### src/rtl/fetch_pc.sv
// fetch_pc: instruction-fetch front end of the venus pipeline.
// Holds the PC, issues in-order requests over a request/grant interface,
// buffers returned words toward decode and squashes wrong-path work on a
// taken branch.
// Optional feature macro: VENUS_FETCH_ALIGN_EN -- forces redirect targets to
// word alignment and adds the align_err_o pulse output.
module fetch_pc #(
    parameter logic [31:0] RESET_PC   = 32'h0000_0000,
    parameter int          FIFO_DEPTH = 2
) (
    input  logic        clk_i,
    input  logic        rst_i,
    input  logic        branch_valid_i,
    input  logic        branch_en_i,
    input  logic [31:0] dest_addr_i,
    output logic        imem_req_o,
    output logic [31:0] imem_addr_o,
    input  logic        imem_gnt_i,
    input  logic        imem_rvalid_i,
    input  logic [31:0] imem_rdata_i,
    output logic        inst_valid_o,
    output logic [31:0] inst_o,
    output logic [31:0] pc_o,
    input  logic        inst_ready_i
`ifdef VENUS_FETCH_ALIGN_EN
    ,
    output logic        align_err_o
`endif
);

    localparam int PTR_W = (FIFO_DEPTH > 1) ? $clog2(FIFO_DEPTH) : 1;
    localparam int CNT_W = $clog2(FIFO_DEPTH + 1);
    localparam logic [CNT_W:0] DEPTH_C = (CNT_W + 1)'(FIFO_DEPTH);

    logic [31:0]      pc_q, pc_d;
    logic [CNT_W-1:0] out_cnt_q, out_cnt_d;
    logic [CNT_W-1:0] drop_cnt_q, drop_cnt_d;
    logic [CNT_W-1:0] fifo_cnt_q, fifo_cnt_d;

    logic [31:0]      fifo_data_q [FIFO_DEPTH];
    logic [31:0]      fifo_pc_q   [FIFO_DEPTH];
    logic [PTR_W-1:0] fifo_wr_q, fifo_rd_q;

    // PCs of granted requests still waiting for their response, oldest first
    logic [31:0]      if_pc_q [FIFO_DEPTH];
    logic [PTR_W-1:0] if_wr_q, if_rd_q;

    logic             redirect;
    logic             pop;
    logic             gnt_acc;
    logic             rvalid_acc;
    logic             drop_rsp;
    logic             push;
    logic [CNT_W:0]   credits_used;
    logic [31:0]      target;

    assign redirect = branch_valid_i & branch_en_i;

`ifdef VENUS_FETCH_ALIGN_EN
    logic align_err_q;

    assign target      = {dest_addr_i[31:2], 2'b00};
    assign align_err_o = align_err_q;

    // One-cycle flag after a redirect whose target was not word aligned
    always_ff @(posedge clk_i or posedge rst_i) begin
        if (rst_i) begin
            align_err_q <= 1'b0;
        end else begin
            align_err_q <= redirect & (dest_addr_i[1:0] != 2'b00);
        end
    end
`else
    assign target = dest_addr_i;
`endif

    // Credits count both outstanding requests and buffered words, so a
    // request is only issued when its response is guaranteed a FIFO slot.
    assign inst_valid_o = (fifo_cnt_q != '0) & ~redirect;
    assign pop          = inst_valid_o & inst_ready_i;
    assign credits_used = {1'b0, out_cnt_q} + {1'b0, fifo_cnt_q} - (CNT_W + 1)'(pop);
    assign imem_req_o   = ~rst_i & ~redirect & (credits_used < DEPTH_C);
    assign imem_addr_o  = pc_q;

    assign gnt_acc    = imem_req_o & imem_gnt_i;
    assign rvalid_acc = imem_rvalid_i & (out_cnt_q != '0);
    assign drop_rsp   = (drop_cnt_q != '0);
    assign push       = rvalid_acc & ~drop_rsp & ~redirect;

    assign inst_o = fifo_data_q[fifo_rd_q];
    assign pc_o   = fifo_pc_q[fifo_rd_q];

    // Next PC and counter values; a redirect marks every request still
    // outstanding after this cycle's response as wrong-path.
    always_comb begin
        pc_d       = pc_q;
        out_cnt_d  = out_cnt_q + CNT_W'(gnt_acc) - CNT_W'(rvalid_acc);
        drop_cnt_d = drop_cnt_q;
        fifo_cnt_d = fifo_cnt_q;
        if (redirect) begin
            pc_d       = target;
            drop_cnt_d = out_cnt_d;
            fifo_cnt_d = '0;
        end else begin
            if (gnt_acc) begin
                pc_d = pc_q + 32'd4;
            end
            drop_cnt_d = drop_cnt_q - CNT_W'(rvalid_acc & drop_rsp);
            fifo_cnt_d = fifo_cnt_q + CNT_W'(push) - CNT_W'(pop);
        end
    end

    // State update: PC, counters, in-flight PC queue and instruction FIFO
    always_ff @(posedge clk_i or posedge rst_i) begin
        if (rst_i) begin
            pc_q       <= RESET_PC;
            out_cnt_q  <= '0;
            drop_cnt_q <= '0;
            fifo_cnt_q <= '0;
            fifo_wr_q  <= '0;
            fifo_rd_q  <= '0;
            if_wr_q    <= '0;
            if_rd_q    <= '0;
            for (int i = 0; i < FIFO_DEPTH; i++) begin
                fifo_data_q[i] <= '0;
                fifo_pc_q[i]   <= '0;
                if_pc_q[i]     <= '0;
            end
        end else begin
            pc_q       <= pc_d;
            out_cnt_q  <= out_cnt_d;
            drop_cnt_q <= drop_cnt_d;
            fifo_cnt_q <= fifo_cnt_d;

            if (gnt_acc) begin
                if_pc_q[if_wr_q] <= pc_q;
                if_wr_q          <= if_wr_q + PTR_W'(1);
            end
            if (rvalid_acc) begin
                if_rd_q <= if_rd_q + PTR_W'(1);
            end

            if (redirect) begin
                fifo_wr_q <= '0;
                fifo_rd_q <= '0;
            end else begin
                if (push) begin
                    fifo_data_q[fifo_wr_q] <= imem_rdata_i;
                    fifo_pc_q[fifo_wr_q]   <= if_pc_q[if_rd_q];
                    fifo_wr_q              <= fifo_wr_q + PTR_W'(1);
                end
                if (pop) begin
                    fifo_rd_q <= fifo_rd_q + PTR_W'(1);
                end
            end
        end
    end

endmodule
### config.mk
export PLATFORM = sky130hd
export DESIGN_NAME = fetch_pc
export DESIGN_NICKNAME = d
export VERILOG_FILES = /design/src/rtl/fetch_pc.sv
export SDC_FILE = /design/constraint.sdc
export NUM_CORES = 1
export LEC_CHECK = 0
export BUFFER_PORTS_ARGS = -buffer_cell sky130_fd_sc_hd__buf_2
export CAP_MARGIN = 20
export CELL_PAD_IN_SITES_DETAIL_PLACEMENT = 0
export CELL_PAD_IN_SITES_GLOBAL_PLACEMENT = 1
export CORE_ASPECT_RATIO = 1.5
export CORE_UTILIZATION = 42
export CTS_BUF_LIST = sky130_fd_sc_hd__clkbuf_4 sky130_fd_sc_hd__clkbuf_8
export DETAILED_ROUTE_END_ITERATION = 10
export GPL_TIMING_DRIVEN = 1
export PLACE_DENSITY = 0.82
export SLEW_MARGIN = 15
export SYNTH_ARGS = -nofsm -noshare
export SYNTH_HDL_FRONTEND = slang
export SYNTH_SLANG_ARGS = --single-unit
### constraint.sdc
create_clock -name clk_i -period 7.33 [get_ports clk_i]
set_input_delay 0.733 -clock clk_i [delete_from_list [all_inputs] [get_ports clk_i]]
set_output_delay 0.733 -clock clk_i [all_outputs]
set_load 0.02 [all_outputs]
==> results of run 1 <==
stage by stage:
step / setup slack, ns / util (%) / power [W]
3_3_place_gp: 2.34 / 47.5 / 0.00413
2_1_floorplan: 0.179 / - / 0.00360
5_1_grt: 2.49 / 50.7 / 0.00562
3_5_place_dp: 2.23 / 47.5 / 0.00419
6_report: 2.75 / 50.7 / 0.00527
4_1_cts: 2.73 / 50.5 / 0.00533
cells by family (layout without fill, tap and decap cells):
kind of cell / count (synthesis) / count (layout) / synth area share [%]
buffers and inverters: 61 / 243 / 2.48
XOR/XNOR: 28 / 28 / 2.33
multiplexers: 227 / 227 / 23.9
AO/OA/AOI/OAI: 103 / 103 / 5.04
AND/OR/NAND/NOR: 202 / 202 / 9.42
flip-flops: 234 / 234 / 55.7
adder cells (fa/ha/maj): 9 / 9 / 1.14
metal layers:
layer	part of all wire [%]	up-vias	global-route usage [%]
met4	2.3	0	6.49
met2	50	174	31.9
li1	-	3354	-
met5	0	-	0
met3	4.0	38	2.82
met1	44	3512	24.5
power groups by stage:
stage | Combinational, W | Sequential, W | Clock (W)
after global placement | 0.00197 | 0.00216 | 0
after floorplan | 0.00155 | 0.00205 | 0
after global routing | 0.00217 | 0.00224 | 0.00120
final | 0.00199 | 0.00217 | 0.00111
after CTS | 0.00202 | 0.00217 | 0.00114
after detailed placement | 0.00200 | 0.00219 | 0
worst reg2reg max path, cell delays in order, from the launching register on:
cell      delay (ns)
dfrtp_1         0.36
inv_1           0.07
a21oi_1         0.17
and2_1          0.22
ha_1            0.25
nand2b_1        0.15
fa_1            0.38
xnor2_1         0.13
or4b_1          0.78
clkinv_4        0.24
nand3_2         0.69
mux2_1          0.61
path summary, 6_finish.rpt:
kind                            startpoint              end  slack, ns  depth (start not counted)
setup / recovery            branch_valid_i       imem_req_o       2.75                         11
hold / removal                       rst_i    fifo_cnt_q[1]       0.20                          2
setup reg to reg             fifo_cnt_q[1]       if_pc_q[3]       3.16                         11
hold reg to reg               fifo_pc_q[7]     fifo_pc_q[7]       0.47                          2
max in group asynchronous            rst_i  imem_addr_o[19]       6.06                          3
min in group clk_i         dest_addr_i[16]  imem_addr_o[16]       0.41                          3
state kept, by name, summed over array words and instances, names as in the netlist:
name / count
fifo_data_q: 64
fifo_pc_q: 64
if_pc_q: 64
imem_addr_o: 32
drop_cnt_q: 2
fifo_cnt_q: 2
out_cnt_q: 2
fifo_rd_q: 1
fifo_wr_q: 1
if_rd_q: 1
if_wr_q: 1
final cells by class:
class                   count  area share (%)
multi-input cells         569            35.7
well taps                 324            3.28
flip-flops and latches    234            47.3
clock buffers              53            5.49
repair buffers            174            7.35
inverters                  10           0.404
clock inverters             6           0.485
cells in the final DEF, fill, tap and decap left out, types with 2 or more instances in the layout:
| cell | instances |
|---|---|
| clkbuf_4 | 8 |
| dfrtp_1 | 232 |
| nor4_1 | 4 |
| or4_1 | 4 |
| xnor2_1 | 21 |
| nor4_2 | 3 |
| a21oi_1 | 37 |
| mux2_2 | 184 |
| buf_4 | 4 |
| and2_1 | 3 |
| nand2_1 | 77 |
| clkbuf_8 | 45 |
| and4_1 | 3 |
| o21ai_1 | 6 |
| inv_1 | 8 |
| and3_1 | 8 |
| mux2_1 | 7 |
| or3_1 | 5 |
| clkinv_2 | 3 |
| mux2i_1 | 36 |
| nor3_1 | 7 |
| nor2_4 | 2 |
| nand3b_1 | 2 |
| clkinvlp_4 | 2 |
| nand3_1 | 20 |
| dfrtp_2 | 2 |
| buf_2 | 168 |
| nand4_1 | 8 |
| nand3_2 | 2 |
| o21ai_0 | 53 |
| ha_1 | 8 |
| a31oi_1 | 5 |
| xor2_1 | 7 |
| nor2_1 | 47 |
| a211o_1 | 2 |
==> run_results.csv, run 1 <==
group,metric,value,unit
run_status,outcome,"complete, no violations",
global_routing,gr-total-overflow,0,
sta,rsz0062_at_grt,"false",
synth,yosysTopAreaCellShare,55.7,%
place,placed_cell_area,11600,µm²
clock_tree,cts_tree,"done",
global_routing,grt_pass1_wl,38700,µm
sta,finalCritPeriodShare,62.5,%
drt,remaining_drc_errors,0,
critical_path,worst_path_max_delay_cell,"or4b_1",
critical_path,cp.required,6.60,ns
pwr,switchingPower,0.00191,W
die,die-area,25700,µm²
synth,ys_seq_area_share,55.7,%
min_path,hold_class,"in2async",
critical_path,cpLargestDelayFamily,"simple AND/OR/NAND/NOR gates",
critical_path,worstPathMaxFanout,59,
die,rows,70,
synth,ys_top_cells_by_count,"234 x dfrtp_1, 184 x mux2_2, 77 x nand2_1, 53 x o21ai_0, 48 x nor2_1",
finish,seq_area,5860,µm²
finish,nets,1105,
global_routing,grt_max_degree,149,
drt,dr.first_iter.drc_count,281,
sta,final_max_slew_viol_count,0,
critical_path,crit_arrival,3.85,ns
sta,fin_setup_tns,0,ns
clock_tree,cts_buffer_depth,3,
critical_path,crit_chain,"buf_2 -> and2_4 -> a21oi_1 -> and2_1 -> ha_1 -> nand2b_1 -> fa_1 -> xnor2_1 -> or4b_1 -> clkinv_4 -> buf_2",
synth,syn-num-nets,944,
sta,period_needed,4.58,ns
synth,syn_area,10500,µm²
finish,antenna_cells,0,
sta,clock.fmax,218,MHz
die,die_h,196,µm
clock_tree,clk_latency,0.53,ns
finish,multi_input_area,4420,µm²
place,dp_hpwl,15600,µm
clock_tree,cts_resized,0,
die,pin_count,169,
drt,firstDrtPassIters,4,
synth,syn_area_per_cell,12.2,µm²
sta,hold_slack,0.201,ns
synth,yosysWarnings,0,
sta,max-slew-margin-rel,29.9,%
critical_path,path_common_cell,"buf_2",
place,place.port_buffers,168,
clock_tree,htree_levels,2,
job,max-cap-violations,0,
clock_tree,clk_pin_slew_worst_paths,0.07,ns
synth,yosys-top-cells-area,"dfrtp_1 56%, mux2_2 20%, mux2i_1 3.4%",
die,die_x,131,µm
drt,wl_per_cell,17.1,µm
pwr,peakVddDrop,213,µV
sta,hold_viol_final,0,
pwr,pwr-share-seq,41.1,%
sta,max_slew.worst_pin.slew,1.05,ns
sta,setup_viol,0,
clock_tree,numClockSinks,234,
pwr,pwr_density_cell,426,nW/µm²
global_routing,grt_pass1_vias,7356,
pwr,p_int,0.00337,W
pwr,pwr-share-clk,21.1,%
global_routing,gr-usage-all-layers,18.8,%
critical_path,endpoint_kind,"output pin",
finish,syn_to_final_growth,17.8,%
synth,synthArstFlopShare,100,%
critical_path,max_stage_delay,0.78,ns
place,dp_cells,1310,
synth,netlist-cell-type-count,40,
clock_tree,post-cts-setup-buffers,0,
clock_tree,numCtsBuffers,36,
finish,drive_gt1_share,41.3,%
finish,design_area,12400,µm²
die,initial_utilization,43.0,%
drt,routed_wl,23400,µm
clock_tree,hold_buffers,0,
synth,synth_top_area_cell,"dfrtp_1",
drt,via_per_inst,5.17,
global_routing,antenna_found_initial,0,
synth,syn_inst,864,
critical_path,path_class,"in2out",
finish,final_cells,1370,
die,core,24400,µm²
critical_path,startpoint_type,"input pin",
clock_tree,root_buffer,"clkbuf_8",
pwr,power_switching_share,36.1,%
pwr,combPwrFrac,37.8,%
pwr,power.leakage,5.74,nW
synth,synth_edf_count,0,
sta,fin_worst_skew,0.0276,ns
drt,vias,7078,
synth,ys_ff_latch,234,
synth,ys.flop_type,"dfrtp_1",
critical_path,critPathBufInv,3,
finish,n_fill_cell,2196,
drt,antenna_left,0,
synth,synth.most_common_cell,"dfrtp_1",
place,gp_congestion,0.812,
Note: power is estimated with default switching activity, not from simulation.
==> run 2: changes to the inputs <==
CORE_UTILIZATION = 47   (was 42)
PLACE_DENSITY = 0.86   (was 0.82)
clock period = 4.6 ns   (was 7.33 ns; I/O delays follow)
==> run_results.csv, run 2 (synthesis results as in run 1) <==
group,metric,value,unit
run_status,outcome,"complete, no violations",
critical_path,critPathBufInv,3,
clock_tree,numClockSinks,234,
place,dp_cells,1266,
critical_path,rr_startpoint,"fifo_cnt_q[0]",
finish,seq_area,5860,µm²
sta,clock.fmax,280,MHz
finish,final_cells,1329,
critical_path,path_class,"reg2reg",
die,die_h,185,µm
sta,max_slew.worst_pin.slew,1.08,ns
global_routing,gr-usage-all-layers,21.1,%
clock_tree,post-cts-setup-buffers,0,
critical_path,cp.required,5.03,ns
clock_tree,cts_tree,"done",
drt,antenna_left,0,
pwr,power.leakage,5.79,nW
global_routing,grt_use_met2,36.6,%
clock_tree,clk_latency,0.52,ns
drt,via_per_inst,5.32,
place,place.port_buffers,168,
min_path,hold_class,"in2reg",
global_routing,grt_pass1_wl,37300,µm
critical_path,cpLargestDelayFamily,"adder cells",
die,pin_count,169,
critical_path,crit_path_start,"fifo_cnt_q[0]",
clock_tree,cts_resized,0,
critical_path,endpoint,"drop_cnt_q[1]",
sta,hold_viol_final,0,
global_routing,antenna_found_initial,0,
finish,top_regs,"fifo_data_q: 64 flops, fifo_pc_q: 64 flops, if_pc_q: 64 flops",
sta,final_max_slew_viol_count,0,
sta,fin_setup_tns,0,ns
sta,max-slew-margin-rel,27.8,%
place,dp_hpwl,15500,µm
die,initial_utilization,48.2,%
job,max-cap-violations,0,
clock_tree,hold_buffers,0,
die,die-area,23000,µm²
critical_path,crit_arrival,4.00,ns
die,rows,66,
global_routing,gr-total-overflow,0,
clock_tree,clk_pin_slew_worst_paths,0.06,ns
sta,setup_viol,0,
critical_path,endpoint_kind,"flop",
sta,period_needed,3.57,ns
global_routing,grt_pass1_vias,7179,
pwr,peakVddDrop,359,µV
die,core,21800,µm²
finish,syn_to_final_growth,17.8,%
pwr,pwr-share-seq,41.2,%
drt,wl_per_cell,17.4,µm
clock_tree,root_buffer,"clkbuf_8",
finish,drive_gt1_share,41.9,%
clock_tree,htree_levels,2,
critical_path,r2r_slack,1.03,ns
finish,fin_util,56.8,%
finish,nets,1113,
critical_path,cp.depth,17,
pwr,power_switching_share,35.9,%
drt,vias,7065,
drt,remaining_drc_errors,0,
finish,antenna_cells,0,
critical_path,r2r-end,"drop_cnt_q[1]",
finish,multi_input_area,4420,µm²
critical_path,worstPathMaxFanout,10,
clock_tree,numCtsBuffers,37,
sta,finalCritPeriodShare,77.5,%
drt,firstDrtPassIters,4,
drt,dr.first_iter.drc_count,301,
place,gp_congestion,0.762,
global_routing,met3_usage,4.13,%
clock_tree,cts_buffer_depth,3,
drt,routed_wl,23200,µm
pwr,pwr-share-clk,21.2,%
pwr,pwr_density_cell,678,nW/µm²
finish,n_fill_cell,1922,
pwr,switchingPower,0.00301,W
pwr,p_int,0.00539,W
critical_path,r2r_cells,17,
sta,fin_worst_skew,0.00849,ns
critical_path,max_stage_delay,0.54,ns
critical_path,crit_chain,"inv_1 -> a21oi_1 -> and2_1 -> ha_1 -> nand2b_1 -> fa_1 -> xnor2_1 -> or4b_1 -> clkinv_4 -> nand2_4 -> ha_1 -> inv_1 -> ha_1 -> xnor2_1 -> xnor2_1 -> nand2_1 -> o21ai_0",
finish,final_common_cell,"dfrtp_1",
global_routing,grt_max_degree,163,
die,die_x,124,µm
global_routing,grt-busiest-layer,"met2",
pwr,combPwrFrac,37.6,%
global_routing,grt.met1_usage,25.6,%
sta,rsz0062_at_grt,"false",
finish,layout_common_cells,"232 x dfrtp_1, 184 x mux2_2, 168 x buf_2",
critical_path,startpoint_type,"flop",
critical_path,worst_path_max_delay_cell,"or4b_1",
[run 2: per-stage QoR]
stage	area, µm²	worst slack (ns)	power (W)	hold WS (ns)
6_report	12400	1.03	0.00840	0.140
4_1_cts	12400	0.986	0.00852	0.109
5_1_grt	12400	0.787	0.00899	0.118
3_3_place_gp	11600	0.783	0.00659	0.455
2_1_floorplan	10500	0.673	0.00573	0.444
3_5_place_dp	11600	0.695	0.00670	0.467
[run 2: cell type report]
| type | instances | area share (%) |
|---|---|---|
| Multi-Input combinational cell | 569 | 35.7 |
| Inverter | 10 | 0.374 |
| Sequential cell | 234 | 47.3 |
| Timing Repair Buffer | 181 | 7.78 |
| Tap cell | 272 | 2.75 |
| Clock inverter | 5 | 0.283 |
| Clock buffer | 58 | 5.84 |
[run 2: tightest hold or removal path: cells and delay by family]
family | cells | cell delay [ns]
simple gates | 2 | 0.09
buf+inv | 1 | 0.07
[run 2: power by group through the flow]
stage	combinational (W)	sequential (W)	clock (W)
after global placement	0.00314	0.00346	0
after global routing	0.00346	0.00359	0.00194
after CTS	0.00321	0.00347	0.00185
after detailed placement	0.00320	0.00350	0
final	0.00316	0.00346	0.00178
after floorplan	0.00247	0.00327	0
[run 2: routing by layer]
metal,wire length (µm),vias to the layer above
met3,1220,36
met4,538,0
li1,-,3373
met5,0,-
met2,12000,172
met1,9410,3484
[run 2: worst min path at each step]
| stage | to | startpoint | cells past startpoint | slack, ns |
|---|---|---|---|---|
| 2_1_floorplan | fifo_pc_q[0] | fifo_pc_q[0] | 2 | 0.44 |
| 3_3_place_gp | fifo_pc_q[24] | fifo_pc_q[24] | 2 | 0.45 |
| 3_5_place_dp | fifo_pc_q[31] | fifo_pc_q[31] | 2 | 0.47 |
| 4_1_cts | imem_addr_o[1] | dest_addr_i[1] | 3 | 0.11 |
| 5_1_grt | imem_addr_o[13] | dest_addr_i[13] | 3 | 0.12 |
| 6_report | imem_addr_o[0] | dest_addr_i[0] | 3 | 0.14 |
